==> config.mk <==
export PLATFORM = sky130hd
export DESIGN_NAME = fetch_unit
export DESIGN_NICKNAME = d
export VERILOG_FILES = /design/src/rtl/fetch_unit.sv
export SDC_FILE = /design/constraint.sdc
export NUM_CORES = 1
export LEC_CHECK = 0
export BUFFER_PORTS_ARGS = -buffer_cell sky130_fd_sc_hd__buf_4
export CORE_MARGIN = 1
export CORE_UTILIZATION = 50
export DETAILED_ROUTE_END_ITERATION = 7
export GPL_ROUTABILITY_DRIVEN = 0
export PLACE_DENSITY = 0.76
export SLEW_MARGIN = 20
export SYNTH_ARGS = -nofsm -noshare
export SYNTH_HDL_FRONTEND = slang
export SYNTH_SLANG_ARGS = --single-unit
==> constraint.sdc <==
create_clock -name clock -period 3.65 [get_ports clock]
set_input_delay 0.9125 -clock clock [delete_from_list [all_inputs] [get_ports clock]]
set_output_delay 0.9125 -clock clock [all_outputs]
set_load 0.02 [all_outputs]
==> src/rtl/fetch_unit.sv <==
// rtl/fetch_unit.sv - instruction fetch stage: PC, ROM request, 2-entry output queue, branch redirect
// Hides the one-cycle ROM latency and keeps every in-flight word when decode stalls.

module fetch_unit #(
  parameter int                    INSTR_WIDTH = 32,
  parameter int                    ADDR_WIDTH  = 10,
  parameter logic [ADDR_WIDTH-1:0] RESET_PC    = '0
) (
  input  logic                   clock,
  input  logic                   rst,
  input  logic                   fetch_en,
  output logic [ADDR_WIDTH-1:0]  rom_address,
  input  logic [INSTR_WIDTH-1:0] rom_q,
  input  logic                   branch_valid,
  input  logic [ADDR_WIDTH-1:0]  branch_target,
  output logic                   out_valid,
  input  logic                   out_ready,
  output logic [INSTR_WIDTH-1:0] out_instr,
  output logic [ADDR_WIDTH-1:0]  out_pc
);

  logic [ADDR_WIDTH-1:0]  fetch_pc;
  logic [ADDR_WIDTH-1:0]  inflight_pc;
  logic                   inflight;
  logic [1:0]             count;
  logic [INSTR_WIDTH-1:0] q_instr0, q_instr1;
  logic [ADDR_WIDTH-1:0]  q_pc0, q_pc1;
  logic                   pop;
  logic                   issue;
  logic [2:0]             occupancy;

  assign out_valid   = (count != 2'd0) & ~branch_valid;
  assign out_instr   = q_instr0;
  assign out_pc      = q_pc0;
  assign pop         = out_valid & out_ready;
  // Slots that will be taken after this edge, counting the word already in flight.
  assign occupancy   = {1'b0, count} + {2'b00, inflight} - {2'b00, pop};
  assign issue       = fetch_en & (occupancy < 3'd2);
  assign rom_address = branch_valid ? branch_target : fetch_pc;

  always_ff @(posedge clock or posedge rst) begin
    if (rst) begin
      fetch_pc    <= RESET_PC;
      inflight_pc <= RESET_PC;
      inflight    <= 1'b0;
      count       <= 2'd0;
      q_instr0    <= '0;
      q_instr1    <= '0;
      q_pc0       <= '0;
      q_pc1       <= '0;
    end else if (branch_valid) begin
      // Redirect drops the queue and the wrong-path word on rom_q.
      count       <= 2'd0;
      inflight    <= fetch_en;
      inflight_pc <= branch_target;
      fetch_pc    <= fetch_en ? branch_target + ADDR_WIDTH'(1) : branch_target;
    end else begin
      inflight <= issue;
      if (issue) begin
        inflight_pc <= fetch_pc;
        fetch_pc    <= fetch_pc + ADDR_WIDTH'(1);
      end
      case ({inflight, pop})
        2'b01: begin
          q_instr0 <= q_instr1;
          q_pc0    <= q_pc1;
          count    <= count - 2'd1;
        end
        2'b10: begin
          if (count == 2'd0) begin
            q_instr0 <= rom_q;
            q_pc0    <= inflight_pc;
          end else begin
            q_instr1 <= rom_q;
            q_pc1    <= inflight_pc;
          end
          count <= count + 2'd1;
        end
        2'b11: begin
          if (count == 2'd1) begin
            q_instr0 <= rom_q;
            q_pc0    <= inflight_pc;
          end else begin
            q_instr0 <= q_instr1;
            q_pc0    <= q_pc1;
            q_instr1 <= rom_q;
            q_pc1    <= inflight_pc;
          end
        end
        default: ;
      endcase
    end
  end

endmodule

Word-level counts from Yosys, hierarchy flattened. Index checks and enable logic that the tools add are counted.

Bits in writable memories: 0. Bits of input ports: 47. Latch bits: 0. Register bits: 107. Memories kept: 0. Word-level logic and storage cells: 55. Memory bits (read-only): 0. Output and inout bits: 53.

Reductions and logical operators: 8. Bitwise operators: 4. $add $sub $neg: 6. Mux-type cells: 21. Shifts and indexed selects: 0. Divide/modulo/power cells: 0. Multipliers: 0. Equal/unequal tests: 7. $lt $le $gt $ge: 1.

Operators with widths (number): $mux 32 (4); $mux 10 (10); $pmux 32 s3 (1); $pmux 32 s2 (1); $pmux 10 s3 (1); $add 10x1->10 const B (2); $pmux 10 s2 (1); $ne 2x2->1 const B (3); $reduce_bool 2->1 (3); $reduce_bool 3->1 (2); $eq 2x1->1 const B (2); $eq 2x2->1 const B (2); $pmux 2 s2 (1); $reduce_and 4->1 (1); $add 2x1->3 (1); $and 1x1->1 (3); $lt 3x2->1 const B (1); $reduce_and 3->1 (1); $sub 3x1->3 (1); $add 2x1->2 const B (1); $logic_not 2->1 (1); $mux 2 (1); $sub 2x1->2 const B (1); $mux 1 (1); $not 1->1 (1).

Logic depth before layout (Yosys ltp).
Depth after elaboration: 8. Mapped depth: 10. Mapped depth without buffers: 10.

Least setup slack after synthesis. OpenSTA, ideal clock, no wires.

Kind: input to register. From: input port branch_valid. To: register inflight_pc[1]. Cell stages on the path: 9. Buffers on the path: 1. Path slack: 363 ps. Library setup time: 128 ps. Required time: 3522 ps. Data arrival time: 3159 ps. Path through: buf_6 > nor3b_2 > ha_1 > nand2b_1 > fa_1 > xor2_2 > nor2_2 > nor2_4 > mux2_1.

Cells in the longest elaborated chain, start to end: 7. Elaborated cells on any way between the ends: 8. Those cells by class: add/sub: 1; order compare: 1; mux: 1; bitwise: 4; reduce/logical: 1.

Ends and longest elaborated chain: start: declaration (RTL line 14) `input logic branch_valid,`; $not 1->1 (no line); $and 1x1->1 (RTL line 32) `assign out_valid = (count != 2'd0) & ~branch_valid;`; $and 1x1->1 (RTL line 35) `assign pop = out_valid & out_ready;`; $sub 3x1->3 (RTL line 37) `assign occupancy = {1'b0, count} + {2'b00, inflight} - {2'b00, pop};`; $lt 3x2->1 (RTL line 38) `assign issue = fetch_en & (occupancy < 3'd2);`; $and 1x1->1 (RTL line 38); $reduce_bool 2->1 (no line); end signal: assignment (RTL line 55) `inflight_pc <= branch_target;`; end signal: assignment (RTL line 60) `inflight_pc <= fetch_pc;`; end: declaration (RTL line 23) `logic [ADDR_WIDTH-1:0] inflight_pc;`.

Parallel ways exist; a longest one is shown, timed or not. A chain may end at the register's enable or synchronous reset.

Final worst setup path.
From: register count[1]. To: register inflight_pc[2].

Cells in the longest elaborated chain, start to end: 7. Elaborated cells on any way between the ends: 8. Those cells by class: add/sub: 2; order compare: 1; bitwise: 3; reduce/logical: 2.

Ends and longest elaborated chain: start: declaration (RTL line 25) `logic [1:0] count;`; start signal: assignment (RTL line 67) `count <= count - 2'd1;`; start signal: assignment (RTL line 77) `count <= count + 2'd1;`; $reduce_bool 2->1 (RTL line 32); $and 1x1->1 (RTL line 32); $and 1x1->1 (RTL line 35); $sub 3x1->3 (*) (RTL line 37); $lt 3x2->1 (*) (RTL line 38); $and 1x1->1 (*) (RTL line 38); $reduce_bool 2->1 (no line) (*).

Every way passes the cells marked *; elsewhere a longest branch is shown, timed or not.

==> metrics.txt <==
Pleak=2.69 nW; initial drt markers=112; Initial Utilization=51.4%; Diodes inserted=0; CP arrival=3290 ps; Area after DPL=5810 µm²; Ys Warns=0; antenna violations before repair=0; # clock sinks=107; routed via count=3634; cell area after layout=6010 µm²; largest net degree at the start of global routing=108; RSZ-0062 raised after global routing=no; Fmax=328 MHz; die area=10400 µm²; PD cells=863 nW/µm²; Reg area=2680 µm²; post-layout min period=3050 ps; DR WL/cell=14.6 µm; CTS Buffer Depth=2; first-pass GRT wire length=16700 µm; Resize count post-CTS=0; CTS H-tree lvls=3; sequential area share after synthesis=53.6%; Slew @ Worst Pin=800 ps; DRC Markers=0; setup violators final=0; cell row count=36; kind of critical path=register to register; total of max-cap violations=0; drt via density=5.24; root buffer cell=clkbuf_8; Layout fillers=797; Synth cell types=37; final hold violations=0; Core Util, Final=61.7%; Worst-path clk slew=90 ps; CTS Hold Buffers Added=0; Hold Crit Class=register to register; fraction of layout cells with a size suffix above 1=32.5%; clock latency on the worst-skew pair=360 ps; # IOs=100; Overflow after GRT=0; IO buf count=99; final WL=10100 µm; Die Y-Extent=102 µm; status=finished, final reports clean; Post-DP HPWL=6780 µm; Core Region=9730 µm²; post-synthesis instance total=466; crit start category=register; register bit total from synthesis=107; Synth-to-Final Area Change=20.2%; setup_tns=0 ps; relative slew slack=46.6%; CTS tree=done; mapped cell area=5000 µm²; Post-Syn Nets=519; Post-Syn Area per Cell=10.7 µm²; 1st-pass router iterations=4; Tot GR Track Use=20.7%; Crit Path Max Fanout=9; TritonCTS Buffers=9; post-CTS setup buffers=0; worst vdd ir=346 µV; Multi-input gate area=2130 µm²; worst clock skew=13.7 ps; vias in the first global route=3489; Final nets=608; die width=102 µm; Slew Viols, Final=0; Crit. End Element=register; Final period util=83.5%; WP data required=3890 ps; Final ANT Viol Nets=0
## logic make-up (layout without fill, tap and decap cells)
logic type | count (synthesis) | count (layout) | synth area share [%]
AO/OA/AOI/OAI | 53 | 53 | 6.63
multiplexers | 69 | 69 | 15.3
flip-flops | 107 | 107 | 53.6
adder cells (fa/ha/maj) | 6 | 6 | 1.65
AND/OR/NAND/NOR | 180 | 180 | 15.2
buffers and inverters | 32 | 126 | 4.10
XOR/XNOR | 19 | 19 | 3.48
## critical path, stage by stage (launching register included)
cell and delay (ps):
dfrtp_1 490, inv_1 100, ha_1 260, nor3b_2 200, ha_1 250, nand2b_1 160
fa_1 420, xor2_2 350, nor2_2 110, nor2_4 240, mux2_1 350
## sequential cells by signal (all words and copies together) (netlist names)
signal       cells
q_pc1           10
count            2
inflight         1
fetch_pc        10
out_instr       32
out_pc          10
q_instr1        32
inflight_pc     10
## per-layer routing
metal | global-route usage [%] | vias to the layer above | share of wire, %
li1 | - | 1768 | -
met1 | 28.9 | 1763 | 47
met2 | 33.4 | 93 | 48
met3 | 4.04 | 10 | 4.2
met4 | 5.71 | 0 | 1.0
met5 | 0 | - | 0
## stage by stage
stage | setup slack [ps] | std cells | total power [mW] | hold WS, ps
floorplan | 363 | 466 | 3.78 | 479
global placement | 445 | 677 | 4.41 | 486
detailed placement | 396 | 677 | 4.52 | 492
CTS | 583 | 693 | 5.24 | 515
global route | 387 | 693 | 5.58 | 525
finish | 602 | 693 | 5.19 | 512
## layout by cell type (no fill, tap or decap), types with 2 or more instances in the layout
master,synthesis,final
clkbuf_1,9,2
o21ai_0,6,6
dfrtp_1,107,107
ha_1,5,5
inv_1,4,3
nand2_1,102,102
nor4b_1,2,2
a31oi_1,42,42
clkbuf_8,0,9
buf_4,0,104
nor2_1,52,51
nand2b_1,2,2
mux2_1,9,9
mux2i_1,9,9
buf_12,0,2
xnor2_1,16,16
nor2_4,1,2
nand4_1,6,6
nor4_1,2,2
mux2_2,51,51
clkinvlp_4,0,3
xor2_1,2,2
nor3_1,4,4
## final cells by class
class,count,share of cell area (%)
Timing Repair Buffer,106,13.7
Multi-Input combinational cell,327,35.4
Clock buffer,11,2.19
Tap cell,133,2.77
Inverter,4,0.313
Sequential cell,107,44.6
Clock inverter,5,1.04
## synthesized netlist by cell type
cell type	instances	share of area [%]
a211o_1	1	0.18
a21o_1	1	0.15
a21oi_1	1	0.10
a31o_2	1	0.18
a31oi_1	42	5.3
and2_4	1	0.18
buf_1	1	0.075
buf_2	8	0.80
buf_6	10	2.3
clkbuf_1	9	0.68
dfrtp_1	107	54
fa_1	1	0.40
ha_1	5	1.3
inv_1	4	0.30
mux2_1	9	2.0
mux2_2	51	11
mux2i_1	9	1.8
nand2_1	102	7.7
nand2_2	1	0.13
nand2b_1	2	0.25
nand3_1	2	0.20
nand3b_1	1	0.15
nand4_1	6	0.75
nor2_1	52	3.9
nor2_2	1	0.13
nor2_4	1	0.23
nor3_1	4	0.40
nor3b_1	1	0.15
nor3b_2	1	0.25
nor4_1	2	0.25
nor4b_1	2	0.35
o2111ai_1	1	0.18
o21ai_0	6	0.60
or4b_4	1	0.28
xnor2_1	16	2.8
xor2_1	2	0.35
xor2_2	1	0.33
## worst paths after layout
kind                                     startpoint                    endpoint  slack (ps)  depth (start not counted)
max                            count[1]$_DFFE_PP0P_  inflight_pc[2]$_DFFE_PP0P_         600                         10
min                        q_instr1[26]$_DFFE_PP0P_    q_instr1[26]$_DFFE_PP0P_         510                          1
max reg2reg                    count[1]$_DFFE_PP0P_  inflight_pc[2]$_DFFE_PP0P_         600                         10
min reg2reg                q_instr1[26]$_DFFE_PP0P_    q_instr1[26]$_DFFE_PP0P_         510                          1
max in group asynchronous                       rst        count[0]$_DFFE_PP0P_        2500                          3
min in group asynchronous                       rst    out_instr[6]$_DFFE_PP0P_         670                          3
## power by group
group | switching, mW | internal (mW)
registers | 0.351 | 1.75
logic | 1.30 | 1.06
clock network | 0.396 | 0.322
No activity file was read; power rests on OpenSTA's default activity.
